<file path="src/rtl/reu_pkg.sv">
// reu_pkg: shared arbiter state encoding, default sizes and the open-bus read value
package reu_pkg;
  typedef enum logic [1:0] {ARB_IDLE, ARB_ISSUE, ARB_SLOT, ARB_GAP} arb_state_t;
  localparam int SLOT_LEN_DEF = 4;
  localparam int TIMEOUT_DEF = 255;
  localparam int RAM_AW = 25;
  localparam logic [7:0] OPEN_BUS = 8'hFF;
endpackage

</file>
<file path="src/rtl/reu_rr_pick.sv">
// reu_rr_pick: two-way round-robin selector; on a tie the port that did not win last time is chosen
module reu_rr_pick (
  input  logic [1:0] req,
  input  logic       last,
  output logic       valid,
  output logic       gnt
);
  assign valid = |req;
  assign gnt = &req ? ~last : req[1];
endmodule

</file>
<file path="src/rtl/reu_ram_arbiter.sv">
// reu_ram_arbiter: round-robin sharing of the SDRAM port between the REU (port 0) and cartridge (port 1)
// with fixed SLOT_LEN cycle windows; define RAM_TIMEOUT_EN to add the ISSUE watchdog and timeout_err flag.
module reu_ram_arbiter
  import reu_pkg::*;
#(
  parameter int AW = RAM_AW,
  parameter int SLOT_LEN = SLOT_LEN_DEF,
  parameter int TIMEOUT = TIMEOUT_DEF
) (
  input  logic          clk,
  input  logic          reset_n,
  input  logic          req0,
  input  logic [AW-1:0] addr0,
  input  logic [7:0]    dout0,
  input  logic          we0,
  output logic          cycle0,
  output logic [7:0]    din0,
  input  logic          req1,
  input  logic [AW-1:0] addr1,
  input  logic [7:0]    dout1,
  input  logic          we1,
  output logic          cycle1,
  output logic [7:0]    din1,
  output logic          mem_req,
  output logic [AW-1:0] mem_addr,
  output logic          mem_we,
  output logic [7:0]    mem_dout,
  input  logic          mem_ack,
  input  logic [7:0]    mem_din,
  output logic          busy,
  output logic          timeout_err
);
  localparam int CW = $clog2(SLOT_LEN);
  arb_state_t state, state_nx;
  logic gnt, last, pick_valid, pick_gnt, expired, done, din_ld;
  logic [CW-1:0] cnt;
  logic [7:0] din_val;

  if (SLOT_LEN < 2 || TIMEOUT < 1) begin : g_bad_cfg
    $error("reu_ram_arbiter: SLOT_LEN must be >= 2 and TIMEOUT >= 1");
  end

  reu_rr_pick u_pick (
    .req  ({req1, req0}),
    .last (last),
    .valid(pick_valid),
    .gnt  (pick_gnt)
  );

`ifdef RAM_TIMEOUT_EN
  localparam int WW = $clog2(TIMEOUT + 1);
  logic [WW-1:0] wd;
  always_ff @(posedge clk or negedge reset_n) begin
    if (!reset_n) begin
      wd <= '0;
      timeout_err <= 1'b0;
    end else begin
      wd <= state != ARB_ISSUE ? '0 : wd == WW'(TIMEOUT) ? wd : wd + 1'b1;
      if (expired) timeout_err <= 1'b1;
    end
  end
  // a late ack in the expiry clock still wins and returns real data
  assign expired = state == ARB_ISSUE && !mem_ack && wd == WW'(TIMEOUT - 1);
`else
  assign expired = 1'b0;
  assign timeout_err = 1'b0;
`endif

  assign done = mem_ack || expired;
  assign din_ld = state == ARB_ISSUE && done && (expired || !mem_we);
  assign din_val = expired ? OPEN_BUS : mem_din;

  always_ff @(posedge clk or negedge reset_n) begin
    if (!reset_n) state <= ARB_IDLE;
    else state <= state_nx;
  end

  always_comb begin
    state_nx = state == ARB_IDLE  ? (pick_valid ? ARB_ISSUE : ARB_IDLE) :
               state == ARB_ISSUE ? (done ? ARB_SLOT : ARB_ISSUE) :
               state == ARB_SLOT  ? (cnt == '0 ? ARB_GAP : ARB_SLOT) : ARB_IDLE;
    mem_req = state == ARB_ISSUE;
    busy = state != ARB_IDLE;
    cycle0 = state == ARB_SLOT && !gnt;
    cycle1 = state == ARB_SLOT && gnt;
  end

  always_ff @(posedge clk or negedge reset_n) begin
    if (!reset_n) begin
      gnt <= 1'b0;
      last <= 1'b1;
      cnt <= '0;
      mem_addr <= '0;
      mem_we <= 1'b0;
      mem_dout <= '0;
      din0 <= '0;
      din1 <= '0;
    end else begin
      if (state == ARB_IDLE && pick_valid) begin
        gnt <= pick_gnt;
        last <= pick_gnt;
        mem_addr <= pick_gnt ? addr1 : addr0;
        mem_we <= pick_gnt ? we1 : we0;
        mem_dout <= pick_gnt ? dout1 : dout0;
      end
      if (state == ARB_ISSUE && done) cnt <= CW'(SLOT_LEN - 1);
      if (state == ARB_SLOT) begin
        cnt <= cnt - 1'b1;
        if (cnt == '0) mem_we <= 1'b0;
      end
      if (din_ld && !gnt) din0 <= din_val;
      if (din_ld && gnt) din1 <= din_val;
    end
  end
endmodule

</file>
<file path="config.mk">
export PLATFORM = sky130hd
export DESIGN_NAME = reu_ram_arbiter
export DESIGN_NICKNAME = d
export VERILOG_FILES = /design/src/rtl/reu_pkg.sv /design/src/rtl/reu_rr_pick.sv /design/src/rtl/reu_ram_arbiter.sv
export SDC_FILE = /design/constraint.sdc
export NUM_CORES = 1
export LEC_CHECK = 0
export ABC_AREA = 1
export CORE_MARGIN = 4
export CORE_UTILIZATION = 30
export DETAILED_ROUTE_END_ITERATION = 6
export GPL_TIMING_DRIVEN = 0
export PLACE_DENSITY = 0.68
export SYNTH_ARGS = -nofsm -noshare
export SYNTH_HDL_FRONTEND = slang
export SYNTH_SLANG_ARGS = --single-unit
</file>
<file path="constraint.sdc">
create_clock -name clk -period 1.5 [get_ports clk]
set_input_delay 0.15 -clock clk [delete_from_list [all_inputs] [get_ports clk]]
set_output_delay 0.15 -clock clk [all_outputs]
set_load 0.01 [all_outputs]
</file>
**After elaboration in Yosys (flattened, before gate mapping)**

Cells that the tools add are included.

- Add/sub/neg operators: 1
- Eq/ne operators: 2
- Mux-type cells: 15
- Bitwise gates (word level): 1
- Reductions and logical operators: 15

Operators with widths:

| kind | number |
|---|---|
| $mux 25 | 1 |
| $mux 2 | 6 |
| $mux 8 | 1 |
| $logic_and 1x1->1 | 7 |
| $mux 1 | 7 |
| $logic_not 2->1 | 2 |
| $reduce_bool 2->1 | 2 |
| $eq 2x1->1 const B | 1 |
| $eq 2x2->1 const B | 1 |
| $logic_not 1->1 | 2 |
| $reduce_and 2->1 | 1 |
| $reduce_or 2->1 | 1 |
| $sub 2x1->2 const B | 1 |
| $not 1->1 | 1 |

- Flip-flop bits (word level): 56
- Input port bits: 81

**Logic depth before layout (Yosys ltp)**

Gate-level depths: netlist of run 1.

- Word-level depth: 6
- Mapped depth: 7
- Mapped depth without buffers: 6

**Cells and area by module**

Synthesis of run 1 repeated with hierarchy kept, for this count alone.

- Cell total of the unflattened synthesis: 364
- Area total of the unflattened synthesis: 2767.7 um2

By module, submodules not included:

| module | instances | cells an instance | area an instance (um2) | seq. area each (um2) |
|---|---|---|---|---|
| reu_ram_arbiter | 1 | 361 | 2752.6 | 1402.6 |
| reu_rr_pick | 1 | 3 | 15.0 | 0.0 |

**Least setup slack after synthesis of run 1**

OpenSTA, ideal clock, no wires.

- Path kind: reg2reg
- From: reg last
- To: reg mem_addr[0]
- Arrival: 1.107 ns
- Required time: 1.424 ns
- Path slack: 0.317 ns
- Stages on the path, launching flop included: 7
- Cell sequence: dfstp_2 > nand2_1 > nand2_2 > buf_6 > buf_2 > nor2_1 > o21ai_1

- Longest elaborated chain between the ends: 3

RTL lines:

| what | RTL line | RTL |
|---|---|---|
| start: declaration | reu_ram_arbiter.sv:35 | `logic gnt, last, pick_valid, pick_gnt, expired, done, din_ld;` |
| start signal: assignment | reu_ram_arbiter.sv:101 | `last <= pick_gnt;` |
| $not 1->1 | reu_rr_pick.sv:9 | `assign gnt = &req ? ~last : req[1];` |
| $mux 1 | reu_rr_pick.sv:9 |  |
| $mux 25 | reu_ram_arbiter.sv:102 | `mem_addr <= pick_gnt ? addr1 : addr0;` |
| end signal: assignment | reu_ram_arbiter.sv:102 |  |
| end: declaration | reu_ram_arbiter.sv:25 | `output logic [AW-1:0] mem_addr,` |

Every way passes these cells.
A chain may end at the register's enable or synchronous reset.

**Worst setup path in the final report of run 1**

- From: reg mem_we
- To: out mem_we

RTL lines:

| what | RTL line | RTL |
|---|---|---|
| start: declaration | reu_ram_arbiter.sv:26 | `output logic mem_we,` |
| start signal: assignment | reu_ram_arbiter.sv:103 | `mem_we <= pick_gnt ? we1 : we0;` |

No word-level cell between the ends.

==> reports/qor.tcl, run 1 <==
set qor(mappedNetlistNets) 446
set qor(core.rowCount) 34
set qor(numClockSinks) 56
set qor(average_wire_length_per_cell_after_detail_routing_um) 13.22
set qor(post-route-worst-setup-slack_ns) 0.05577
set qor(number_of_enable_type_register_cells_in_the_synthesized_netlist) 0
set qor(drt-vias-per-instance) 4.481
set qor(syn_area_mm2) 0.002705
set qor(place_ws_ns) -0.1571
set qor(floorplan.die.height_um) 103.0
set qor(grt_setup_unrepaired) {yes}
set qor(number_of_antenna_violating_nets_in_the_routed_design) 0
set qor(wirelength_mm) 8.171
set qor(cts_tree) {done}
set qor(cp_top_family) {buffers and inverters}
set qor(antenna_found_initial) 0
set qor(synth_flop_cell) {dfrtp_1}
set qor(crit_required_ns) 1.35
set qor(placeableCoreArea_mm2) 0.008763
set qor(maxcap_viol_count) 0
set qor(outcome) {completed}
set qor(crit_type) {register to output port}
set qor(synth.ff_latch_count) 56
set qor(detailed_router_iteration_count_before_antenna_repair) 4
set qor(clockRootBuffer) {clkbuf_8}
set qor(endpoint) {mem_we}
set qor(drive_above_1_share_pct) 7.451
set qor(grt_max_degree) 35
set qor(antenna_cells_inserted) 0
set qor(die_w_um) 103.0
set qor(initial_core_util_pct) 30.87
set qor(cp-end-kind) {output port}
set qor(global_route_wire_length_before_repair_mm) 12.81
set qor(cp_cell_sequence) {clkdlybuf4s50_1}
set qor(critPathMaxStageDelay_ns) 0.56
set qor(slew_violations) 0
set qor(fin_worst_hold_slack_ns) 0.3738
set qor(post-route-min-period_ns) 1.444
set qor(static-leakage-power_nw) 2.156
set qor(post_synth.cell_area_avg_um2) 7.432
set qor(setup_violations) 0
set qor(yosys_warns) 0
set qor(r2r_setup_slack_ns) 0.09
set qor(flow.area_growth_from_synthesis_pct) 60.59
set qor(grt_overflow_total) 0
set qor(critical_path.reg2reg.endpoint) {mem_addr[23]}
set qor(fmax_mhz) 692.4
set qor(placedCellCount) 607
set qor(detailed_place_hpwl_mm) 6.274
set qor(drcViolationCount) 0
set qor(synth_cells) 364
set qor(final_net_count) 591
set qor(grt_use_total_pct) 15.17
set qor(via_count) 2769
set qor(fin_cells) 618
set qor(via_count_of_the_first_global_routing_pass) 2715
set qor(htree_levels) 2
set qor(arrival_ns) 1.29
set qor(timing.final.crit_share_pct) 96.28
set qor(worstMarginPinSlew_ns) 0.5615
set qor(ys_types) 21
set qor(path_max_fanout) 3
set qor(vdd.ir_drop.worst_uv) 636.6
set qor(clk_transition_reported_paths_ns) 0.10
set qor(timing.reg2reg.worst_path_depth) 6
set qor(cts_buffer_depth) 2
set qor(critical_path.startpoint) {mem_we}
set qor(top_level_ports) 136
set qor(synth-async-reset-ratio_pct) 100.0
set qor(powerDensity_mw_per_mm2) 1770
set qor(finClkSkew_ns) 0.005637
set qor(timing.critical_path.slowest_stage_cell) {clkdlybuf4s50_1}
set qor(worst_setup_path_start_kind) {register}
set qor(numCtsBuffers) 5
set qor(slew_headroom_pct) 62.57
set qor(hold_crit_path_type) {primary input to async pin}
set qor(synth_seq_area_share_pct) 51.85
set qor(report.final.hold_viol_count) 0
set qor(die_area_mm2) 0.01060
set qor(worstSkewPairLatency_ns) 0.30
set qor(port_buf_inserts) 134
set qor(routabilityCongestion) 0.7974
set qor(crit_cells) 1
set qor(worstPathBufferInverterCount) 1
set qor(drt_iter0_markers) 75
## layout make-up
| class | instances | area [µm²] |
|---|---|---|
| inverters | 43 | 161.4 |
| fillers | 894 | 4419 |
| plain buffers | 17 | 117.6 |
| clock inverters | 2 | 35.03 |
| multi-input cells | 248 | 1047 |
| repair buffers | 138 | 1373 |
| flip-flops and latches | 56 | 1403 |
| well taps | 108 | 135.1 |
| clock buffers | 6 | 72.57 |
## stage by stage
step / util, % / instance area, µm² / TNS (ns) / total power [mW]
after CTS: 49.40 / 4329 / 0 / 7.762
after detailed placement: 47.89 / 4197 / -3.793 / 6.737
after global placement: 47.72 / 4182 / -89.99 / 6.621
final: 49.57 / 4344 / 0 / 7.691
after floorplan: - / 2705 / 0 / 4.532
after global routing: 49.57 / 4344 / -0.0004964 / 8.329
## worst register-to-register path: stages (launching register included)
cell and delay [ns]:
dfrtp_1 0.42, buf_4 0.16, nor2_1 0.17, o21ai_2 0.17, buf_2 0.24, nand2_1 0.08
o21ai_1 0.06
## metal layers
metal	vias to the layer above	routed length, µm	track usage (%)
li1	1392	-	-
met1	1276	3464	19.49
met2	93	3886	25.41
met3	8	739	4.736
met4	0	80	2.789
met5	-	0	0
## placed cells by master (no fill, tap or decap), drive strengths merged
cell type / n
ha: 1
nand3: 19
nand2: 145
clkinv: 1
dfstp: 1
buf: 20
clkdlybuf4s50: 129
o211ai: 1
dlygate4sd3: 1
nor2: 44
dlygate4sd2: 3
a21oi: 1
o21ai: 36
clkbuf: 8
inv: 43
bufinv: 1
dfrtp: 55
conb: 1
## logic make-up after synthesis
group           after synthesis  share of synthesized area (%)
compound gates               38                          7.262
fa+ha+maj                     1                         0.4625
buf+inv                      60                          9.714
flops                        56                          51.85
other cells                   1                         0.1386
simple gates                208                          30.57
## cell usage after synthesis (2+ instances only)
cell / count / area share (%)
nand2_1: 144 / 20
dfrtp_1: 55 / 51
nor2_1: 42 / 5.8
inv_1: 41 / 5.7
o21ai_1: 29 / 5.4
nand3_1: 18 / 3.3
buf_2: 9 / 1.7
o21ai_0: 6 / 1.1
buf_4: 5 / 1.4
clkbuf_1: 2 / 0.28
inv_2: 2 / 0.28
nor2_4: 2 / 0.83
## report_power, final
part,switching (mW),leakage [nW],internal (mW),total [mW]
Clock,0.492,0.0552,0.497,0.989
Combinational,1.97,1.42,2.05,4.02
Sequential,0.423,0.683,2.26,2.69
Total,2.88,2.16,4.81,7.69
## sequential cells by signal, indices dropped and copies added (netlist names), named ones only
| name | cells |
|---|---|
| state | 1 |
| mem_dout | 8 |
| last | 1 |
| gnt | 1 |
| din0 | 8 |
| mem_addr | 25 |
| mem_we | 1 |
| cnt | 2 |
| din1 | 8 |
## worst min path at each step
stage	from	endpoint	cells after the start
6_report	reset_n	mem_addr[18]	2
3_3_place_gp	last	last	2
3_5_place_dp	reset_n	mem_addr[18]	1
2_1_floorplan	reset_n	async pin	0
5_1_grt	reset_n	mem_addr[18]	2
4_1_cts	reset_n	mem_addr[18]	2
## repair_timing
item,4_1_cts,5_1_grt
resized for setup,7,13
setup buffers,2,0
endpoints found under the setup margin,4,22
hold buffers,1,0
endpoints found under the hold margin,22,0
No activity file was read; power rests on OpenSTA's default activity.
==> run 2: changes to the inputs <==
Settings changed: CORE_ASPECT_RATIO set to 1.5.
==> run 2 against run 1 <==
- clock skew decreased by 0.0020 ns
- design area is 1.3% higher
- non-clock buffer count decreased by 2
- die area rose by 0.30%
- first-iteration DRC count is 21% higher
==> reports/qor.tcl, run 2 (synthesis results as in run 1) <==
set qor(timing.critical_path.slowest_stage_cell) {clkdlybuf4s50_1}
set qor(fin_cells) 618 ;# unchanged
set qor(via_count_of_the_first_global_routing_pass) 2783 ;# +2.5%
set qor(numCtsBuffers) 5 ;# unchanged
set qor(power_mw) 8.042 ;# +4.6%
set qor(clock_power_share_pct) 17.7 ;# +4.8 points
set qor(htree_levels) 2 ;# unchanged
set qor(placeableCoreArea_mm2) 0.008828 ;# +0.74%
set qor(cp-end-kind) {output port}
set qor(internal_power_mw) 5.154 ;# +7.2%
set qor(p_seq_share_pct) 33.6 ;# -1.3 points
set qor(drcViolationCount) 0 ;# unchanged
set qor(post-cts-setup-buffer-count) 0 ;# -2
set qor(report.final.hold_viol_count) 0 ;# unchanged
set qor(floorplan.die.height_um) 124.3 ;# +21%
set qor(placedCellCount) 609 ;# +0.33%
set qor(fmax_mhz) 697.6 ;# +0.75%
set qor(power.switching_mw) 2.888 ;# +0.20%
set qor(drt_iter0_markers) 91 ;# +21%
set qor(fin_worst_hold_slack_ns) 0.3818 ;# +0.008008 ns
set qor(arrival_ns) 1.28 ;# about the same
set qor(grt_overflow_total) 0 ;# unchanged
set qor(cts_tree) {done}
set qor(antenna_found_initial) 0 ;# unchanged
set qor(crit_required_ns) 1.35 ;# about the same
set qor(outcome) {completed}
set qor(initial_core_util_pct) 30.64 ;# -0.23 points
set qor(final_net_count) 589 ;# -0.34%
set qor(cp_cell_sequence) {clkdlybuf4s50_1}
set qor(drive_above_1_share_pct) 7.283 ;# -0.17 points
set qor(finClkSkew_ns) 0.003651 ;# -0.001986 ns
set qor(power.combinational.fraction_pct) 48.7 ;# -3.5 points
set qor(clk_transition_reported_paths_ns) 0.07 ;# -0.03 ns
set qor(antenna_cells_inserted) 0 ;# unchanged
set qor(detailed_router_iteration_count_before_antenna_repair) 4 ;# unchanged
set qor(die_area_mm2) 0.01063 ;# +0.30%
set qor(filler_cell_count) 895 ;# +0.11%
set qor(clockRootBuffer) {clkbuf_16}
set qor(hold_crit_path_type) {primary input to async pin}
set qor(wirelength_mm) 8.139 ;# -0.39%
set qor(die_w_um) 85.53 ;# -17%
set qor(power.switching_fraction_pct) 35.91 ;# -1.6 points
set qor(top_level_ports) 136 ;# unchanged
set qor(worst_setup_path_start_kind) {register}
set qor(post_dp_cell_area_mm2) 0.004199 ;# about the same
set qor(largest_register) {mem_addr}
set qor(powerDensity_mw_per_mm2) 1827 ;# +3.2%
set qor(average_wire_length_per_cell_after_detail_routing_um) 13.17 ;# -0.39%
set qor(layout_commonest_cell) {nand2_1}
set qor(crit-reg2reg-launch) {last}
set qor(drt-vias-per-instance) 4.366 ;# -2.6%
set qor(critical_path.startpoint) {mem_we}
set qor(maxcap_viol_count) 0 ;# unchanged
set qor(slew_violations) 0 ;# unchanged
set qor(totalNegativeSetupSlack_ns) 0 ;# unchanged
set qor(slew_headroom_pct) 61.35 ;# -1.2 points
set qor(detailed_place_hpwl_mm) 6.357 ;# +1.3%
set qor(cts_buffer_depth) 2 ;# unchanged
set qor(crit_type) {register to output port}
set qor(grt_max_degree) 34 ;# -2.9%
set qor(vdd.ir_drop.worst_uv) 858.2 ;# +35%
set qor(setup_violations) 0 ;# unchanged
set qor(critPathMaxStageDelay_ns) 0.57 ;# about the same
set qor(numClockSinks) 56 ;# unchanged
set qor(commonest_non_fill_non_tap_cells_in_the_layout) {143 x nand2_1, 129 x clkdlybuf4s50_1, 55 x dfrtp_1}
set qor(timing.final.crit_share_pct) 95.56 ;# -0.72 points
set qor(port_buf_inserts) 134 ;# unchanged
set qor(final_design_area_no_fill_mm2) 0.004402 ;# +1.3%
set qor(via_count) 2698 ;# -2.6%
set qor(worstPathBufferInverterCount) 1 ;# unchanged
set qor(post-route-min-period_ns) 1.433 ;# -0.01079 ns
set qor(grt_setup_unrepaired) {no}
set qor(cp_top_family) {buffers and inverters}
set qor(flip_flop_count_of_the_largest_register_after_layout) 25 ;# unchanged
set qor(core.rowCount) 42 ;# +24%
set qor(flow.area_growth_from_synthesis_pct) 62.72
set qor(number_of_antenna_violating_nets_in_the_routed_design) 0 ;# unchanged
set qor(worstSkewPairLatency_ns) 0.29 ;# about the same
set qor(worstMarginPinSlew_ns) 0.5798 ;# +0.01831 ns
set qor(path_max_fanout) 3 ;# unchanged
set qor(global_route_wire_length_before_repair_mm) 13.29 ;# +3.8%
set qor(static-leakage-power_nw) 2.176 ;# +0.92%
set qor(grt_use_total_pct) 15.80 ;# +0.63 points
set qor(routabilityCongestion) 0.8411 ;# +5.5%
-- run 2: cell types whose count changed in the layout (fill, tap and decap cells not counted), moves of 2 or more --
cell and change:
buf_4 -4, clkbuf_16 +5, clkbuf_4 +2, clkbuf_8 -3
-- run 2: through the flow --
step	util (%)	setup slack (ns)
5_1_grt	49.86	0.003386
2_1_floorplan	-	0.3168
6_report	49.86	0.06656
3_3_place_gp	47.39	-1.514
4_1_cts	49.72	0.01995
3_5_place_dp	47.56	-0.1676
-- run 2: timing repair --
item	in CTS	in global routing
hold endpoints to repair	23	0
hold buffers	1	0
resized for setup	6	6
setup endpoints to repair	4	14
-- run 2: area by class of cell --
class                      count  area (µm²)  share of cell area (%)
inverter                      43       161.4                   3.667
clock inverter                 1       30.03                  0.6822
sequential                    56        1403                   31.86
tap                          110       137.6                   3.127
multi-input combinational    248        1045                   23.74
timing repair buffer         136        1361                   30.93
clock buffer                   7       152.6                   3.468
buffer                        17       111.4                   2.530
-- run 2: per-layer routing --
layer  up-vias  share of wire (%)  track usage (%)
met1      1202                 40            17.94
met5         -                  0                0
met3        12                7.9            4.302
met4         0                2.5            6.151
met2       104                 49            27.61
li1       1380                  -                -
-- run 2: final timing paths --
path                                to  slack [ns]  cells after the start
min reg2reg                    din0[6]        0.47                      2
max reg2reg                mem_dout[6]        0.13                      6
min                        mem_addr[6]        0.38                      2
min in group clk           mem_dout[1]        0.45                      3
max in group asynchronous         last        0.48                      3
max                             mem_we        0.07                      1
-- run 2: power groups by stage --
| stage | registers [mW] | clock network [mW] | logic, mW |
|---|---|---|---|
| after floorplan | 2.99 | 0 | 1.54 |
| after global placement | 2.69 | 0 | 3.93 |
| after detailed placement | 2.72 | 0 | 4.00 |
| after CTS | 2.71 | 1.47 | 3.99 |
| after global routing | 2.81 | 1.53 | 4.37 |
| final | 2.70 | 1.42 | 3.92 |
